### config.mk
export PLATFORM = sky130hd
export DESIGN_NAME = snn_batch_sequencer
export DESIGN_NICKNAME = d
export VERILOG_FILES = /design/src/rtl/snn_seq_pkg.sv /design/src/rtl/snn_batch_sequencer_sat_counter.sv /design/src/rtl/snn_batch_sequencer.sv
export SDC_FILE = /design/constraint.sdc
export NUM_CORES = 1
export LEC_CHECK = 0
export CAP_MARGIN = 20
export CORE_UTILIZATION = 43
export CTS_BUF_LIST = sky130_fd_sc_hd__clkbuf_4
export DETAILED_ROUTE_END_ITERATION = 10
export PLACE_DENSITY = 0.74
export RECOVER_POWER = 100
export SLEW_MARGIN = 10
export SYNTH_ARGS = -nofsm -noshare
export SYNTH_HDL_FRONTEND = slang
export SYNTH_HIERARCHICAL = 1
export SYNTH_SLANG_ARGS = --single-unit
### constraint.sdc
create_clock -name clk -period 2.38 [get_ports clk]
set_clock_uncertainty 0.1 [all_clocks]
set_input_delay 0.238 -clock clk [delete_from_list [all_inputs] [get_ports clk]]
set_output_delay 0.238 -clock clk [all_outputs]
set_load 0.05 [all_outputs]
### src/rtl/snn_seq_pkg.sv
// Shared types and helpers for the SNN batch sequencer.
// Holds the sequencer state encoding and a saturating increment.
package snn_seq_pkg;

  typedef enum logic [2:0] {
    IDLE,
    START,
    WAIT,
    CHECK,
    FINISH
  } seq_state_t;

  // Increment v unless it already sits at max_v.
  function automatic logic [31:0] sat_inc(
    input logic [31:0] v,
    input logic [31:0] max_v
  );
    return (v >= max_v) ? max_v : v + 32'd1;
  endfunction

endpackage

### src/rtl/snn_batch_sequencer_sat_counter.sv
// Saturating up-counter with synchronous clear and enable.
// Ports: clk, rst (sync, active-high), clr, en -> cnt (W bits).
module sat_counter
  import snn_seq_pkg::*;
#(
  parameter int W = 8
) (
  input  logic         clk,
  input  logic         rst,
  input  logic         clr,
  input  logic         en,
  output logic [W-1:0] cnt
);

  localparam logic [W-1:0] ONES = '1;

  logic [W-1:0] cnt_q;
  logic [W-1:0] cnt_d;

  always_comb begin
    cnt_d = cnt_q;
    if (clr) begin
      cnt_d = '0;
    end else if (en) begin
      cnt_d = W'(sat_inc(32'(cnt_q), 32'(ONES)));
    end
  end

  always_ff @(posedge clk) begin
    if (rst) begin
      cnt_q <= '0;
    end else begin
      cnt_q <= cnt_d;
    end
  end

  assign cnt = cnt_q;

endmodule

### src/rtl/snn_batch_sequencer.sv
// Batch self-test controller for snn_core: steps through the input
// sample banks, runs the core on each and scores the returned digit.
// Ports: go/loop_mode/stop_req control; q_bank/core_addr in and
// ram_addr/core_q out form the sample mux; core_start/core_done/
// core_digit talk to the core; sel, busy, result_valid/result_pass,
// pass_cnt/fail_cnt, timeout_err and batch_done report status.
module snn_batch_sequencer
  import snn_seq_pkg::*;
#(
  parameter int NUM_SAMPLES    = 10,
  localparam int SEL_W         = $clog2(NUM_SAMPLES),
  parameter int ADDR_WIDTH     = 10,
  parameter int DIGIT_WIDTH    = 4,
  parameter int TIMEOUT_CYCLES = 65536,
  parameter int CNT_WIDTH      = 8
) (
  input  logic                   clk,
  input  logic                   rst,
  input  logic                   go,
  input  logic                   loop_mode,
  input  logic                   stop_req,
  input  logic [DIGIT_WIDTH-1:0] exp_label,
  input  logic [NUM_SAMPLES-1:0] q_bank,
  input  logic [ADDR_WIDTH-1:0]  core_addr,
  output logic [ADDR_WIDTH-1:0]  ram_addr,
  output logic                   core_q,
  output logic                   core_start,
  input  logic                   core_done,
  input  logic [DIGIT_WIDTH-1:0] core_digit,
  output logic [SEL_W-1:0]       sel,
  output logic                   busy,
  output logic                   result_valid,
  output logic                   result_pass,
  output logic [CNT_WIDTH-1:0]   pass_cnt,
  output logic [CNT_WIDTH-1:0]   fail_cnt,
  output logic                   timeout_err,
  output logic                   batch_done
);

  localparam int TCNT_W = $clog2(TIMEOUT_CYCLES);
  localparam logic [TCNT_W-1:0] TO_LAST =
    TCNT_W'(TIMEOUT_CYCLES - 1);
  localparam logic [SEL_W-1:0] SEL_LAST =
    SEL_W'(NUM_SAMPLES - 1);

  seq_state_t        state_q, state_d;
  logic [SEL_W-1:0]  sel_q, sel_d;
  logic              loop_q, loop_d;
  logic              stop_q, stop_d;
  logic [TCNT_W-1:0] tcnt_q, tcnt_d;
  logic              pass_q, pass_d;
  logic              to_q, to_d;
  logic              start_q, start_d;
  logic              rv_q, rv_d;
  logic              bd_q, bd_d;
  logic              busy_q, busy_d;

  logic cnt_clr;
  logic pass_en;
  logic fail_en;
  logic last;

  assign last = (sel_q == SEL_LAST);

  always_comb begin
    state_d = state_q;
    sel_d   = sel_q;
    loop_d  = loop_q;
    stop_d  = stop_q;
    tcnt_d  = '0;
    pass_d  = pass_q;
    to_d    = to_q;
    cnt_clr = 1'b0;
    pass_en = 1'b0;
    fail_en = 1'b0;

    if (state_q != IDLE && stop_req) begin
      stop_d = 1'b1;
    end

    unique case (state_q)
      IDLE: begin
        if (go) begin
          state_d = START;
          sel_d   = '0;
          loop_d  = loop_mode;
          to_d    = 1'b0;
          cnt_clr = 1'b1;
        end
      end
      START: begin
        // Counter tracks cycles since core_start.
        state_d = WAIT;
        tcnt_d  = TCNT_W'(1);
      end
      WAIT: begin
        if (core_done) begin
          // Digit is scored as it is captured; sel
          // cannot move before CHECK completes.
          state_d = CHECK;
          pass_d  = (core_digit == exp_label);
        end else if (tcnt_q == TO_LAST) begin
          state_d = FINISH;
          to_d    = 1'b1;
        end else begin
          tcnt_d = tcnt_q + TCNT_W'(1);
        end
      end
      CHECK: begin
        pass_en = pass_q;
        fail_en = !pass_q;
        if (stop_q || stop_req || (last && !loop_q)) begin
          state_d = FINISH;
        end else begin
          sel_d   = last ? '0 : sel_q + SEL_W'(1);
          state_d = START;
        end
      end
      FINISH: begin
        state_d = IDLE;
        stop_d  = 1'b0;
      end
      default: begin
        state_d = IDLE;
      end
    endcase

    start_d = (state_d == START);
    rv_d    = (state_d == CHECK);
    bd_d    = (state_d == FINISH);
    busy_d  = (state_d != IDLE);
  end

  always_ff @(posedge clk) begin
    if (rst) begin
      state_q <= IDLE;
      sel_q   <= '0;
      loop_q  <= 1'b0;
      stop_q  <= 1'b0;
      tcnt_q  <= '0;
      pass_q  <= 1'b0;
      to_q    <= 1'b0;
      start_q <= 1'b0;
      rv_q    <= 1'b0;
      bd_q    <= 1'b0;
      busy_q  <= 1'b0;
    end else begin
      state_q <= state_d;
      sel_q   <= sel_d;
      loop_q  <= loop_d;
      stop_q  <= stop_d;
      tcnt_q  <= tcnt_d;
      pass_q  <= pass_d;
      to_q    <= to_d;
      start_q <= start_d;
      rv_q    <= rv_d;
      bd_q    <= bd_d;
      busy_q  <= busy_d;
    end
  end

  sat_counter #(
    .W(CNT_WIDTH)
  ) u_pass_cnt (
    .clk(clk),
    .rst(rst),
    .clr(cnt_clr),
    .en (pass_en),
    .cnt(pass_cnt)
  );

  sat_counter #(
    .W(CNT_WIDTH)
  ) u_fail_cnt (
    .clk(clk),
    .rst(rst),
    .clr(cnt_clr),
    .en (fail_en),
    .cnt(fail_cnt)
  );

  assign ram_addr     = core_addr;
  assign core_q       = q_bank[sel_q];
  assign core_start   = start_q;
  assign sel          = sel_q;
  assign busy         = busy_q;
  assign result_valid = rv_q;
  assign result_pass  = pass_q;
  assign timeout_err  = to_q;
  assign batch_done   = bd_q;

endmodule

# Word-level counts from Yosys, hierarchy flattened
# Index checks and enable logic that the tools add are counted.
word_totals:
  reg_bits: 47
  latch_bits: 0
  mem_bits_rw: 0
  rom_bits: 0
  input_bits: 34
  output_inout_bits: 37
  elab_cells: 75
  mem_count: 0
op_classes:
  n_addsub: 4
  multipliers: 0
  div_mod_pow: 0
  n_lt_le_gt_ge: 3
  eq_ne: 14
  shift: 0
  mux: 24
  bitwise: 0
  n_reduce_logical: 17
ops:
  columns: ["operator", "count"]
  rows:
  - ["$mux W16", 2]
  - ["$pmux W16 S2", 1]
  - ["$add A16 B1 Y16 const B", 1]
  - ["$add A8 B1 Y8 const B", 2]
  - ["$eq A16 B16 Y1 const B", 1]
  - ["$ge A8 B8 Y1 const B", 2]
  - ["$mux W8", 2]
  - ["$mux W3", 4]
  - ["$mux W4", 3]
  - ["$pmux W3 S4", 1]
  - ["$eq A3 B2 Y1 const B", 3]
  - ["$mux W1", 8]
  - ["$ne A2 B2 Y1 const B", 4]
  - ["$pmux W4 S2", 1]
  - ["$eq A3 B1 Y1 const B", 2]
  - ["$eq A3 B3 Y1 const B", 2]
  - ["$reduce_bool A3 Y1", 2]
  - ["$lt A4 B5 Y1 const B", 1]
  - ["$add A4 B1 Y4 const B", 1]
  - ["$bmux W1 S4", 1]
  - ["$eq A4 B4 Y1", 1]
  - ["$eq A4 B4 Y1 const B", 1]
  - ["$reduce_and A2 Y1", 2]
  - ["$reduce_and A4 Y1", 1]
  - ["other kinds (8)", 13]

# Depth between registers and ports, before layout
logic_depth:
  ltp_word: 6
  depth_mapped: 7
  ltp_nobuf: 6

# Hierarchy
# Netlist, hierarchy kept.
modules_own_cells:
  columns: ["mod", "instances", "cells_each", "area_each_um2"]
  rows:
  - ["snn_batch_sequencer", 1, 178, 1637.8]
  - ["sat_counter", 2, 46, 392.9]

# Least setup slack after synthesis
# OpenSTA, ideal clock, no wires.
synth_timing:
  kind: "register to output"
  from: "reg sel_q[0] (netlist: sel[0])"
  to: "out core_q"
  arrival_ns: 2.391
  required_ns: 2.042
  slack_ns: -0.349
  stages_incl_launch_ff: 5
  n_path_buf: 1
  path_cell_list: "dfxtp_1 clkbuf_1 mux4_2 mux2i_1 o21ai_0"
synth_between:
  elab_chain_cells: 2
synth_rtl:
  columns: ["item", "line_no", "text"]
  rows:
  - ["start: declaration", "snn_batch_sequencer.sv:47", "logic [SEL_W-1:0] sel_q, sel_d;"]
  - ["start signal: assignment", "snn_batch_sequencer.sv:149", "sel_q <= sel_d;"]
  - ["$bmux W1 S4", "snn_batch_sequencer.sv:183", "assign core_q = q_bank[sel_q];"]
  - ["$mux W1 (implied by the code)", "snn_batch_sequencer.sv:183", null]
  - ["end: declaration", "snn_batch_sequencer.sv:26", "output logic core_q,"]
# No other way between the ends. The select of a mux whose other input is x is not followed.

# Worst setup path in the final report
# Same ends and word-level chain as after synthesis.

==> summary.md <==
| Metric | Value |
|---|---|
| Status | finished, final reports clean |
| Die Area | 0.00594 mm² |
| Sink Count | 47 |
| H-tree depth | 2 |
| WL final | 4900 µm |
| Drt pass-1 iters | 4 |
| Post-place instance area | 0.00289 mm² |
| Flops & latches, synth | 47 |
| DR vias/cell | 5.43 |
| Setup TNS Final | 0 ns |
| IO buf count | 50 |
| Design Area, Final | 0.00293 mm² |
| Max Transition Viols Final | 0 |
| Final core utilization | 55.6% |
| DR iter-0 viols | 88 |
| Setup CP Type | reg -> out |
| Gr usage total | 17.4% |
| Ant diodes | 0 |
| Die Y | 77.1 µm |
| Initial core utilization | 46.0% |
| Via Count | 2,069 |
| Synth async-reset ratio | 0% |
| Worst slew pin tran | 0.729 ns |
| Post-layout nets | 350 |
| Reg clk slew, reported paths | 0.12 ns |
| Crit path launch type | register |
| Per-cell routed wire length | 12.9 µm |
| Gr ovfl total | 0 |
| DRC viols | 0 |
| Max rail drop VDD | 201 µV |
| DPL Wire Length | 3690 µm |
| Worst r2r src | state_q[1]$_SDFF_PP0_ |
| Fmax achieved | 455 MHz |
| Fin cells | 381 |
| Netlist Area Pre-Place | 0.00242 mm² |
| First-pass GRT wire length | 8510 µm |
| Commonest register cell after synthesis | dfxtp_1 |
| CP Data Required Time | 2.04 ns |
| Crit. End Element | output port |
| Post-route minimum period | 2.20 ns |
| Critical Path AT | 1.86 ns |
| Largest net degree at the start of global routing | 20 |
| Final hold viol count | 0 |
| Syn Nets | 309 |
| Class of the worst hold path | reg -> reg |
| Critical-path top delay cell | dfxtp_1 |
| CTS root buf | clkbuf_4 |
| Clock Path Buffers | 2 |
| Part of the cycle the worst path needs | 92.4% |
| GP Congestion | 0.803 |
| CP max FO | 9 |
| DIE WIDTH | 77.1 µm |
| Post-cts hold buffer count | 0 |
| Sequential-to-total area share from yosys stat | 38.8% |
| Unrepaired setup endpoints after global routing | false |
| Hold Crit Start | stop_q$_SDFFE_PP0P_ |
| # setup viols final | 0 |
| Synth Instances | 270 |
| Critical path's largest stage delay | 0.56 ns |
| Std cell rows | 26 |
| CP Cell Sequence | mux4_2 -> mux2i_1 -> o21ai_1 -> buf_4 |
| Ys Warns | 6 |
| Pwr per Cell Area | 484 mW/mm² |
| Number of global-route vias before repair | 1,914 |
| P_leak | 1.06 nW |
| Inst Count DP | 374 |
| Rel. slew slack | 50.7% |
| Layout cell share with drive strength beyond 1 | 6.43% |
| Core Footprint | 0.00527 mm² |
| Clock buffer count from CTS | 5 |
| Post-DRT Antenna Nets | 0 |
| Post-CTS sizing | 0 |
| Pwr Total | 1.42 mW |
| Critical Path Source | sel[0]$_SDFFE_PP0P_ |
| Area growth, synth to finish | 20.8% |
| Syn Area/Cell | 8.98 µm² |
| TritonCTS clock tree | yes |
| Synth unique cells | 47 |
| Clock latency on the worst-skew pair | 0.35 ns |
| Number of synthesized flops with an enable pin | 0 |
| Num ports | 71 |
| Postcts setup bufs | 0 |
| Initial antenna violation count | 0 |
| Max cap viols | 0 |
routing by layer:
layer | vias up | part of all wire (%) | track usage (%)
li1 | 1060 | - | -
met1 | 958 | 46 | 20.7
met2 | 44 | 49 | 30.4
met3 | 7 | 4.1 | 3.93
met4 | 0 | 1.2 | 6.42
met5 | - | 0 | 0
cell usage in the layout, fill, tap and decap left out, types with 2 or more instances in the layout:
| cell | instances |
|---|---|
| nand3_1 | 15 |
| nand2b_1 | 2 |
| inv_1 | 9 |
| o21ai_0 | 8 |
| nor4_1 | 8 |
| xnor2_1 | 11 |
| nand4_2 | 2 |
| nand3b_1 | 4 |
| ha_1 | 5 |
| a211oi_1 | 2 |
| nor4b_1 | 3 |
| mux4_2 | 2 |
| clkbuf_1 | 2 |
| or2_0 | 3 |
| dlygate4sd3_1 | 26 |
| mux2i_1 | 5 |
| buf_4 | 2 |
| a31oi_1 | 7 |
| dfxtp_1 | 47 |
| and3_2 | 2 |
| or3_1 | 5 |
| a221oi_1 | 2 |
| or2_2 | 2 |
| nor3_1 | 15 |
| nor3b_1 | 2 |
| a21oi_1 | 14 |
| and3_1 | 6 |
| nand4_1 | 9 |
| o21bai_1 | 2 |
| clkdlybuf4s50_1 | 23 |
| clkbuf_4 | 5 |
| nand2_1 | 8 |
| nor2_1 | 27 |
| xor2_1 | 9 |
layout make-up:
| cell class | instances | area (µm²) |
|---|---|---|
| Inverter | 9 | 33.8 |
| Timing Repair Buffer | 54 | 518 |
| Clock buffer | 5 | 37.5 |
| Sequential cell | 47 | 941 |
| Tap cell | 70 | 87.6 |
| Fill cell | 515 | 2340 |
| Clock inverter | 2 | 37.5 |
| Multi-Input combinational cell | 194 | 1270 |
path summary, 6_finish.rpt:
| path | to | slack, ns | cells past startpoint |
|---|---|---|---|
| hold reg to reg | stop_q$_SDFFE_PP0P_ | 0.38 | 2 |
| hold / removal | stop_q$_SDFFE_PP0P_ | 0.38 | 2 |
| setup / recovery | core_q | 0.18 | 4 |
| setup reg to reg | sel[2]$_SDFFE_PP0P_ | 0.25 | 4 |
logic make-up after synthesis:
| logic type | synth area share, % |
|---|---|
| AND/OR/NAND/NOR | 30.3 |
| flip-flops | 38.8 |
| AO/OA/AOI/OAI | 9.76 |
| buffers and inverters | 7.43 |
| XOR/XNOR | 7.23 |
| multiplexers | 3.92 |
| adder cells (fa/ha/maj) | 2.58 |
stage by stage:
step	setup slack, ns	hold slack, ns
after floorplan	0.0278	0.258
after global placement	0.435	0.347
after detailed placement	0.350	0.356
after CTS	0.130	0.372
after global routing	0.0362	0.376
final	0.181	0.376
power by group:
| group | total [mW] | internal, mW | switching [mW] | leakage (nW) |
|---|---|---|---|---|
| Sequential | 0.811 | 0.799 | 0.0122 | 0.380 |
| Clock | 0.459 | 0.216 | 0.244 | 0.0373 |
| Combinational | 0.147 | 0.0734 | 0.0737 | 0.640 |
| Total | 1.42 | 1.09 | 0.330 | 1.06 |
cells in the mapped netlist, drive strengths merged (5+ instances only):
master,number,area share (%)
dfxtp,47,39
a21oi,14,2.9
xnor2,11,4.0
nor2,27,4.2
xor2,9,3.3
nand2,8,1.2
and3,8,2.2
mux2i,5,2.1
nand4,11,3.6
ha,5,2.6
nor4,9,2.9
or3,5,1.3
nor3,15,3.1
buf,16,5.4
a31oi,7,2.1
inv,9,1.4
or2,5,1.4
nand3,15,3.1
o21ai,9,1.9
critical path, delay by kind of cell, from the launching register on:
family                 cells  cell delay, ns
flip-flops                 1            0.56
AO/OA/AOI/OAI              1            0.07
multiplexers               2            0.70
buffers and inverters      1            0.19
registers in the layout (all words and copies together) (netlist names):
| register | count |
|---|---|
| batch_done | 1 |
| busy | 1 |
| core_start | 1 |
| loop_q | 1 |
| result_pass | 1 |
| result_valid | 1 |
| sel | 4 |
| state_q | 3 |
| stop_q | 1 |
| tcnt_q | 16 |
| timeout_err | 1 |
| u_fail_cnt/cnt | 8 |
| u_pass_cnt/cnt | 8 |
No activity file was read; power rests on OpenSTA's default activity.
